`src/rtl/frame_pacer_if.sv`:
```
// Decoder frame-done handshake: decoder raises frame_valid, pacer answers with a frame_ack pulse.
interface frame_pacer_if;
    logic frame_valid;
    logic frame_ack;

    modport master (output frame_valid, input frame_ack);
    modport slave  (input frame_valid, output frame_ack);
endinterface

```
`src/rtl/frame_pacer.sv`:
```
// Releases decoded frames at the configured cadence, with single-step while paused
// and a saturating count of periods that expired before a frame was ready.
module frame_pacer #(
    parameter int unsigned CNT_W  = 24,
    parameter int unsigned FCNT_W = 16,
    parameter int unsigned LATE_W = 16
) (
    input  logic                clk,
    input  logic                rst_n,
    input  logic [CNT_W-1:0]    num_cycles_1_frame,
    input  logic                step_req,
    frame_pacer_if.slave        frm,
    output logic                paused,
    output logic [FCNT_W-1:0]   frame_cnt,
    output logic [LATE_W-1:0]   late_frames
);

    typedef enum logic [1:0] {S_PAUSE, S_COUNT, S_WAIT} state_t;

    state_t           state, state_nxt;
    logic [CNT_W-1:0] cnt, cnt_nxt;
    logic             step_pend, step_pend_nxt;
    logic             ack_nxt;
    logic             late_inc;
    logic             fv;
    logic             period_zero;
    logic             expired;

    // A frame presented during the ack cycle belongs to the frame just released.
    assign fv          = frm.frame_valid & ~frm.frame_ack;
    assign period_zero = (num_cycles_1_frame == '0);
    assign expired     = !period_zero && (cnt >= num_cycles_1_frame - CNT_W'(1));
    assign paused      = (state == S_PAUSE);

    always_comb begin
        state_nxt     = state;
        cnt_nxt       = cnt;
        step_pend_nxt = step_pend;
        ack_nxt       = 1'b0;
        late_inc      = 1'b0;
        case (state)
            S_PAUSE: begin
                cnt_nxt = '0;
                if (!period_zero) begin
                    state_nxt     = S_COUNT;
                    step_pend_nxt = 1'b0;
                end else begin
                    if (step_pend && fv) begin
                        ack_nxt       = 1'b1;
                        step_pend_nxt = 1'b0;
                    end
                    if (step_req) begin
                        step_pend_nxt = 1'b1;
                    end
                end
            end
            S_COUNT: begin
                if (period_zero) begin
                    state_nxt = S_PAUSE;
                    cnt_nxt   = '0;
                end else if (expired) begin
                    cnt_nxt = '0;
                    if (fv) begin
                        ack_nxt = 1'b1;
                    end else begin
                        state_nxt = S_WAIT;
                        late_inc  = 1'b1;
                    end
                end else begin
                    cnt_nxt = cnt + CNT_W'(1);
                end
            end
            S_WAIT: begin
                cnt_nxt = '0;
                if (period_zero) begin
                    state_nxt = S_PAUSE;
                end else if (fv) begin
                    ack_nxt   = 1'b1;
                    state_nxt = S_COUNT;
                end
            end
            default: begin
                state_nxt = S_PAUSE;
                cnt_nxt   = '0;
            end
        endcase
    end

    always_ff @(posedge clk or negedge rst_n) begin
        if (!rst_n) begin
            state         <= S_PAUSE;
            cnt           <= '0;
            step_pend     <= 1'b0;
            frm.frame_ack <= 1'b0;
            frame_cnt     <= '0;
            late_frames   <= '0;
        end else begin
            state         <= state_nxt;
            cnt           <= cnt_nxt;
            step_pend     <= step_pend_nxt;
            frm.frame_ack <= ack_nxt;
            if (ack_nxt) begin
                frame_cnt <= frame_cnt + FCNT_W'(1);
            end
            if (late_inc && (late_frames != '1)) begin
                late_frames <= late_frames + LATE_W'(1);
            end
        end
    end

endmodule

```
`src/flat_wrapper.sv`:
```
// flat-port wrapper written by rule: the top's interface ports become plain ports
module frame_pacer_flat 
#(
    parameter int unsigned CNT_W  = 24,
    parameter int unsigned FCNT_W = 16,
    parameter int unsigned LATE_W = 16
)
  (clk, rst_n, num_cycles_1_frame, step_req, paused, frame_cnt, late_frames, frm_frame_valid, frm_frame_ack);
  frame_pacer_if frm_i ();
  input  logic clk;
  input  logic rst_n;
  input  logic [CNT_W-1:0] num_cycles_1_frame;
  input  logic step_req;
  output logic paused;
  output logic [FCNT_W-1:0] frame_cnt;
  output logic [LATE_W-1:0] late_frames;
  input wire logic [$bits(frm_i.frame_valid)-1:0] frm_frame_valid;
  output wire logic [$bits(frm_i.frame_ack)-1:0] frm_frame_ack;
  assign frm_i.frame_valid = frm_frame_valid;
  assign frm_frame_ack = frm_i.frame_ack;
  frame_pacer #(.CNT_W(CNT_W), .FCNT_W(FCNT_W), .LATE_W(LATE_W)) u_core (.clk(clk), .rst_n(rst_n), .num_cycles_1_frame(num_cycles_1_frame), .step_req(step_req), .frm(frm_i), .paused(paused), .frame_cnt(frame_cnt), .late_frames(late_frames));
endmodule
```
`config.mk`:
```
export PLATFORM = sky130hd
export DESIGN_NAME = frame_pacer_flat
export DESIGN_NICKNAME = d
export VERILOG_FILES = /design/src/rtl/frame_pacer_if.sv /design/src/rtl/frame_pacer.sv /design/src/flat_wrapper.sv
export SDC_FILE = /design/constraint.sdc
export NUM_CORES = 1
export LEC_CHECK = 0
export CAP_MARGIN = 20
export CELL_PAD_IN_SITES_DETAIL_PLACEMENT = 0
export CELL_PAD_IN_SITES_GLOBAL_PLACEMENT = 1
export CORE_MARGIN = 2
export CORE_UTILIZATION = 44
export CTS_CLUSTER_SIZE = 28
export DETAILED_ROUTE_END_ITERATION = 8
export PLACE_DENSITY_LB_ADDON = 0.12
export SLEW_MARGIN = 15
export SYNTH_ARGS = -nofsm -noshare
export SYNTH_HDL_FRONTEND = slang
export SYNTH_SLANG_ARGS = --single-unit
```
`constraint.sdc`:
```
create_clock -name clk -period 3.95 [get_ports clk]
set_input_delay 0.395 -clock clk [delete_from_list [all_inputs] [get_ports clk]]
set_output_delay 0.395 -clock clk [all_outputs]
set_load 0.01 [all_outputs]
```
# Word-level counts from Yosys, hierarchy flattened
# Cells that the tools add are included.
[op_classes] order_cmp=1 addsub=4 n_mux=24 eq_ne=8 n_bitwise=2 reduce_logical=8
[op_table] op="$mux 24" count=3
[op_table] op="$add 16x1->16 const B" count=2
[op_table] op="$add 24x1->24 const B" count=1
[op_table] op="$ge 24x24->1" count=1
[op_table] op="$logic_not 24->1" count=1
[op_table] op="$sub 24x1->24 const B" count=1
[op_table] op="$ne 16x16->1 const B" count=1
[op_table] op="$mux 1" count=13
[op_table] op="$mux 2" count=6
[op_table] op="$ne 3x1->1 const B" count=2
[op_table] op="$ne 3x3->1 const B" count=2
[op_table] op="$pmux 2 s3" count=1
[op_table] op="$reduce_and 4->1" count=1
[op_table] op="$logic_and 1x1->1" count=3
[op_table] op="$pmux 1 s3" count=1
[op_table] op="$eq 2x1->1 const B" count=1
[op_table] op="$eq 2x2->1 const B" count=1
[op_table] op="$logic_not 2->1" count=1
[op_table] op="$ne 2x2->1 const B" count=1
[op_table] op="$reduce_and 2->1" count=1
[op_table] op="$and 1x1->1" count=1
[op_table] op="$logic_not 1->1" count=1
[op_table] op="$not 1->1" count=1
[totals] inputBits=28 regBits=60 wordCells=53

# Logic depth before layout (Yosys ltp)
[logic_depth] depth_word=7 ltp_mapped=16

# Least setup slack after synthesis
# No wires, ideal clock.
[synth_path] path_kind="input to register" from="in num_cycles_1_frame[1]" to="reg u_core.late_frames[1]" cell_stages=14 arrival_ns=3.820 path_buffers=1 slack_ns=0.005 path_cell_list="nor4_1 nand3b_1 nor4_1 nand2_1 or3_1 xor2_1 ha_1 nand4_1 nor2_1 a221oi_1 nand3_1 o21ai_0 buf_2 mux2_2"
[synth_via] elab_chain_cells=7 word_cells_on_any_way=9 cone_classes="add/sub: 1; order compare: 1; mux: 3; reduce/logical: 4"
[synth_rtl] element="from (decl)" line="flat_wrapper.sv:12" text="input logic [CNT_W-1:0] num_cycles_1_frame;"
[synth_rtl] element="$sub 24x1->24 / $logic_not 24->1 (equally long branches)" line="frame_pacer.sv:32, frame_pacer.sv:31"
[synth_rtl] element="$ge 24x24->1 / $logic_not 1->1 (equally long branches)" line="frame_pacer.sv:32" text="assign expired = !period_zero && (cnt >= num_cycles_1_frame - CNT_W'(1));"
[synth_rtl] element="$logic_and 1x1->1" line="frame_pacer.sv:32"
[synth_rtl] element="$mux 1" line="frame_pacer.sv:61" text="end else if (expired) begin"
[synth_rtl] element="$mux 1 *" line="frame_pacer.sv:58" text="if (period_zero) begin"
[synth_rtl] element="$mux 1 *" line="frame_pacer.sv:41" text="case (state)"
[synth_rtl] element="$logic_and 1x1->1 *" line="frame_pacer.sv:105" text="if (late_inc && (late_frames != '1)) begin"
[synth_rtl] element="to (signal assigned)" line="frame_pacer.sv:106" text="late_frames <= late_frames + LATE_W'(1);"
[synth_rtl] element="to (decl)" line="frame_pacer.sv:15" text="output logic [LATE_W-1:0] late_frames"
# Mark *: on every way between the ends. The rest lies on a longest branch, timed or not.
# A chain may end at the register's enable or synchronous reset.

# Worst setup path after layout
[layout_path] from="in num_cycles_1_frame[16]" to="reg u_core.frame_cnt[1]"
[layout_via] elab_chain_cells=6 word_cells_on_any_way=10 cone_classes="add/sub: 1; order compare: 1; mux: 5; reduce/logical: 3"
[layout_rtl] element="$sub 24x1->24 / $logic_not 24->1 (equally long branches)" line="frame_pacer.sv:32, frame_pacer.sv:31"
[layout_rtl] element="$ge 24x24->1 / $logic_not 1->1 (equally long branches)" line="frame_pacer.sv:32"
[layout_rtl] element="$logic_and 1x1->1" line="frame_pacer.sv:32"
[layout_rtl] element="$mux 1" line="frame_pacer.sv:61"
[layout_rtl] element="$mux 1" line="frame_pacer.sv:58"
[layout_rtl] element="$pmux 1 s3 *" line="frame_pacer.sv:41"
[layout_rtl] element="named net u_core.ack_nxt" line="frame_pacer.sv:23" text="logic ack_nxt;"
[layout_rtl] element="to (signal assigned)" line="frame_pacer.sv:103" text="frame_cnt <= frame_cnt + FCNT_W'(1);"
[layout_rtl] element="to (decl)" line="frame_pacer.sv:14" text="output logic [FCNT_W-1:0] frame_cnt,"
# The timed path passes the listed nets; every way through them passes the cells marked *.

==> results.md <==
* I/O Buffers at slightly above 60
* Crit path cell chain: clkdlybuf4s15_1 > or4_4 > or4_4 > or3_4 > xor2_2 > ha_1 > nand4_1 > nor2_2 > a221oi_2 > buf_4 > a31oi_4 > nor3_4 > nor2_2 > mux2_4
* FF-to-FF Start: u_core.cnt[0]$_DFF_PN0_
* CP endpoint kind: register
* Vias in the first global route at 3154
* Ys Warns at 0
* Multi-input gate area at 2420 µm²
* Cell family with most CP delay: simple AND/OR/NAND/NOR gates
* Final Hold Viols at 0
* #FFs+latches synth at 60
* WP buf/inv at 2
* Fin crit share at 0.972
* Antenna diodes at 0
* R2R cell count at 10
* Clk sinks at 60
* Largest stage delay, worst path at ~0.52 ns
* Slew Limit Fails at 0
* Post-Syn Area per Cell at approximately 9.5 µm²
* Status: complete, no violations
* CTS tree: yes
* Vias per std cell at between 5 and 6
* Final nets at about 570
* Root Buffer: clkbuf_8
* Core ar. at 8260 µm²
* Antenna violations before repair at 0
* Unique cell type count in the Yosys netlist at 47
* Min cycle time layout at 3.84 ns
* I/O Pins at between 60 and 70
* Routed wire length at slightly above 9000 µm
* First DRT Iteration DRCs at between 100 and 150
* Die W at between 90 and 100 µm
* GRT Overall Usage at 0.199
* FF+latch area at between 1500 and 2000 µm²
* Die height at 96.7 µm
* Final setup fails at 0
* Worst Max-Slew Pin Slew at 0.580 ns
* Clk_skew at between 0.009 and 0.01 ns
* Fillers at 710
* Drt wl/cell at roughly 15 µm
* Crit-path max FO at 8
* Detail Placement HPWL at 6680 µm
* Synth Instances at between 300 and 400
* Post-DRT Antenna Nets at 0
* EDFF count, synth at 0
* GP Congestion at ~0.87
* Global-route wire length before repair at 15300 µm
* Die area at 9360 µm²
* Post-synth ARST share at 1.00
* FMAX at 261 MHz
* Design Area, Final at 5260 µm²
* Initial core utilization at 0.458
* Deepest clock path buffer count at 2
* Hold Crit Class: input pin to asynchronous set/reset pin
* Slew headroom at 0.613
* Critical path launch point type: input pin
* Post-synthesis sequential area ratio at 0.397
* CP required at ~4.2 ns
* Final hold slack at roughly 0.046 ns
* Area post-placement at around 4800 µm²
* Drt pass-1 iters at 4
* Worst-path clk slew at 0.07 ns
* Crit-path slowest cell: or4_4
* Synthesized Nets at 454
* Largest net degree at the start of global routing at 37
* CTS Buf Count at 9
* Layout area overhead at 38.9%
* Main flop type after synthesis: dfrtp_1
* Routed vias at ~3.3k
* P_leak at approximately 2.4 nW
* Skew-Pair Late Insertion Delay at 0.34 ns
* Mapped Area at roughly 3800 µm²
* Share of cells above drive strength 1 at 0.203
* Setup slack, reg-to-reg at about 1.3 ns
* Setup TNS at 0 ns
* Global route overflow at 0
* Max IR drop VDD at between 0.15 and 0.2 mV
* CP Class: input pin to register
* Rows at 33
* PwrDens at 300 nW/µm²
* Post-route DRC at 0
* Arrival @ worst endpoint at between 4 and 5 ns
* Max-Cap Viols at 0
* H-Tree Depth at 3
* RR Endpoint: u_core.frame_cnt[1]$_DFFE_PN0P_
## report_power, final
| part | total [W] | internal [W] | switching [W] |
|---|---|---|---|
| clock | 0.000590 | 0.000350 | 0.000241 |
| sequential | 0.000704 | 0.000653 | 0.0000510 |
| combinational | 0.000284 | 0.000149 | 0.000135 |
## final cells by class
cell class | count | area share
multi-input combinational | 324 | 0.460
sequential | 60 | 0.286
timing repair buffer | 109 | 0.184
tap | 105 | 0.0250
clock buffer | 10 | 0.0243
clock inverter | 5 | 0.0148
inverter | 9 | 0.00643
## cell families (layout without fill, tap and decap cells)
family / after synthesis / after routing / synth area share
AND/OR/NAND/NOR: 191 / 192 / 0.265
XOR/XNOR: 72 / 72 / 0.167
flip-flops: 60 / 60 / 0.397
adder cells (fa/ha/maj): 28 / 28 / 0.0926
AO/OA/AOI/OAI: 28 / 28 / 0.0503
buffers and inverters: 15 / 133 / 0.0172
multiplexers: 4 / 4 / 0.0116
## synthesized netlist by cell type, drive strengths merged (2+ instances only)
library cell	count	share of area
dfrtp	60	0.40
nor2	49	0.049
xor2	45	0.10
nand2	29	0.029
ha	28	0.093
xnor2	27	0.062
nand3	26	0.034
nor3	18	0.027
nor4	16	0.028
nand4	12	0.020
and3	9	0.015
inv	9	0.0089
a21oi	7	0.0093
o21ai	6	0.0079
nand2b	5	0.0083
nand3b	5	0.0099
nor2b	5	0.0083
clkbuf	4	0.0040
nor3b	4	0.0079
or4	4	0.0099
mux2	3	0.0089
a211o	2	0.0046
a21o	2	0.0040
a221oi	2	0.0046
and4	2	0.0046
buf	2	0.0043
nor4b	2	0.0046
or3	2	0.0033
## layer usage
layer | share of wire | vias up | GRT usage | wire, µm
li1 | - | 1647 | - | -
met1 | 0.48 | 1535 | 0.272 | 4370
met2 | 0.47 | 59 | 0.318 | 4260
met3 | 0.039 | 9 | 0.0520 | 349
met4 | 0.0084 | 0 | 0.0455 | 76
met5 | 0 | - | 0 | 0
## how the worst max path moves through the flow
stage                                        end                    from  slack (ns)  depth (start not counted)
2_1_floorplan  u_core.late_frames[1]$_DFFE_PN0P_   num_cycles_1_frame[1]       0.005                         14
3_3_place_gp   u_core.late_frames[1]$_DFFE_PN0P_   num_cycles_1_frame[1]       -0.74                         15
3_5_place_dp   u_core.late_frames[1]$_DFFE_PN0P_   num_cycles_1_frame[1]       -0.74                         17
4_1_cts          u_core.frame_cnt[1]$_DFFE_PN0P_   num_cycles_1_frame[5]        0.02                         16
5_1_grt          u_core.frame_cnt[1]$_DFFE_PN0P_   num_cycles_1_frame[1]      -0.004                         16
6_report         u_core.frame_cnt[1]$_DFFE_PN0P_  num_cycles_1_frame[16]        0.11                         14
## through the flow
step                setup slack (ns)  power (W)  std cells   util
floorplan                    0.00514   0.000869        398      -
global placement              -0.744   0.000986        603  0.585
detailed placement            -0.743   0.000996        603  0.585
CTS                           0.0187    0.00160        622  0.629
global route                -0.00377    0.00167        622  0.637
finish                         0.112    0.00158        622  0.637
## cells in the final DEF, fill, tap and decap left out, types with 5 or more instances in the layout
master and count:
clkdlybuf4s50_1 48, dlymetal6s2s_1 6, nor3_1 14, buf_4 48, nand3b_1 5, nor4_1 6, nand3_1 26, inv_1 9
dfrtp_1 60, nor4_2 8, xor2_1 44, clkbuf_8 9, a21oi_1 7, ha_1 28, nor2_1 44, xnor2_1 27
nand2_1 29, nand4_1 12, and3_1 9, nand2b_1 5
## repair_timing
item                       CTS  global route
setup endpoints to repair   32            59
cloned                       1             0
pin swaps                   14            17
hold buffers                 0             0
resized for setup           31            25
buffers inserted             3             0
## registers in the layout, indices dropped and copies added, names as in the netlist
| register | count |
|---|---|
| u_core.cnt | 24 |
| u_core.state | 2 |
| u_core.frame_cnt | 16 |
| u_core.frm.frame_ack | 1 |
| u_core.late_frames | 16 |
| u_core.step_pend | 1 |
No activity file was read; power rests on OpenSTA's default activity.
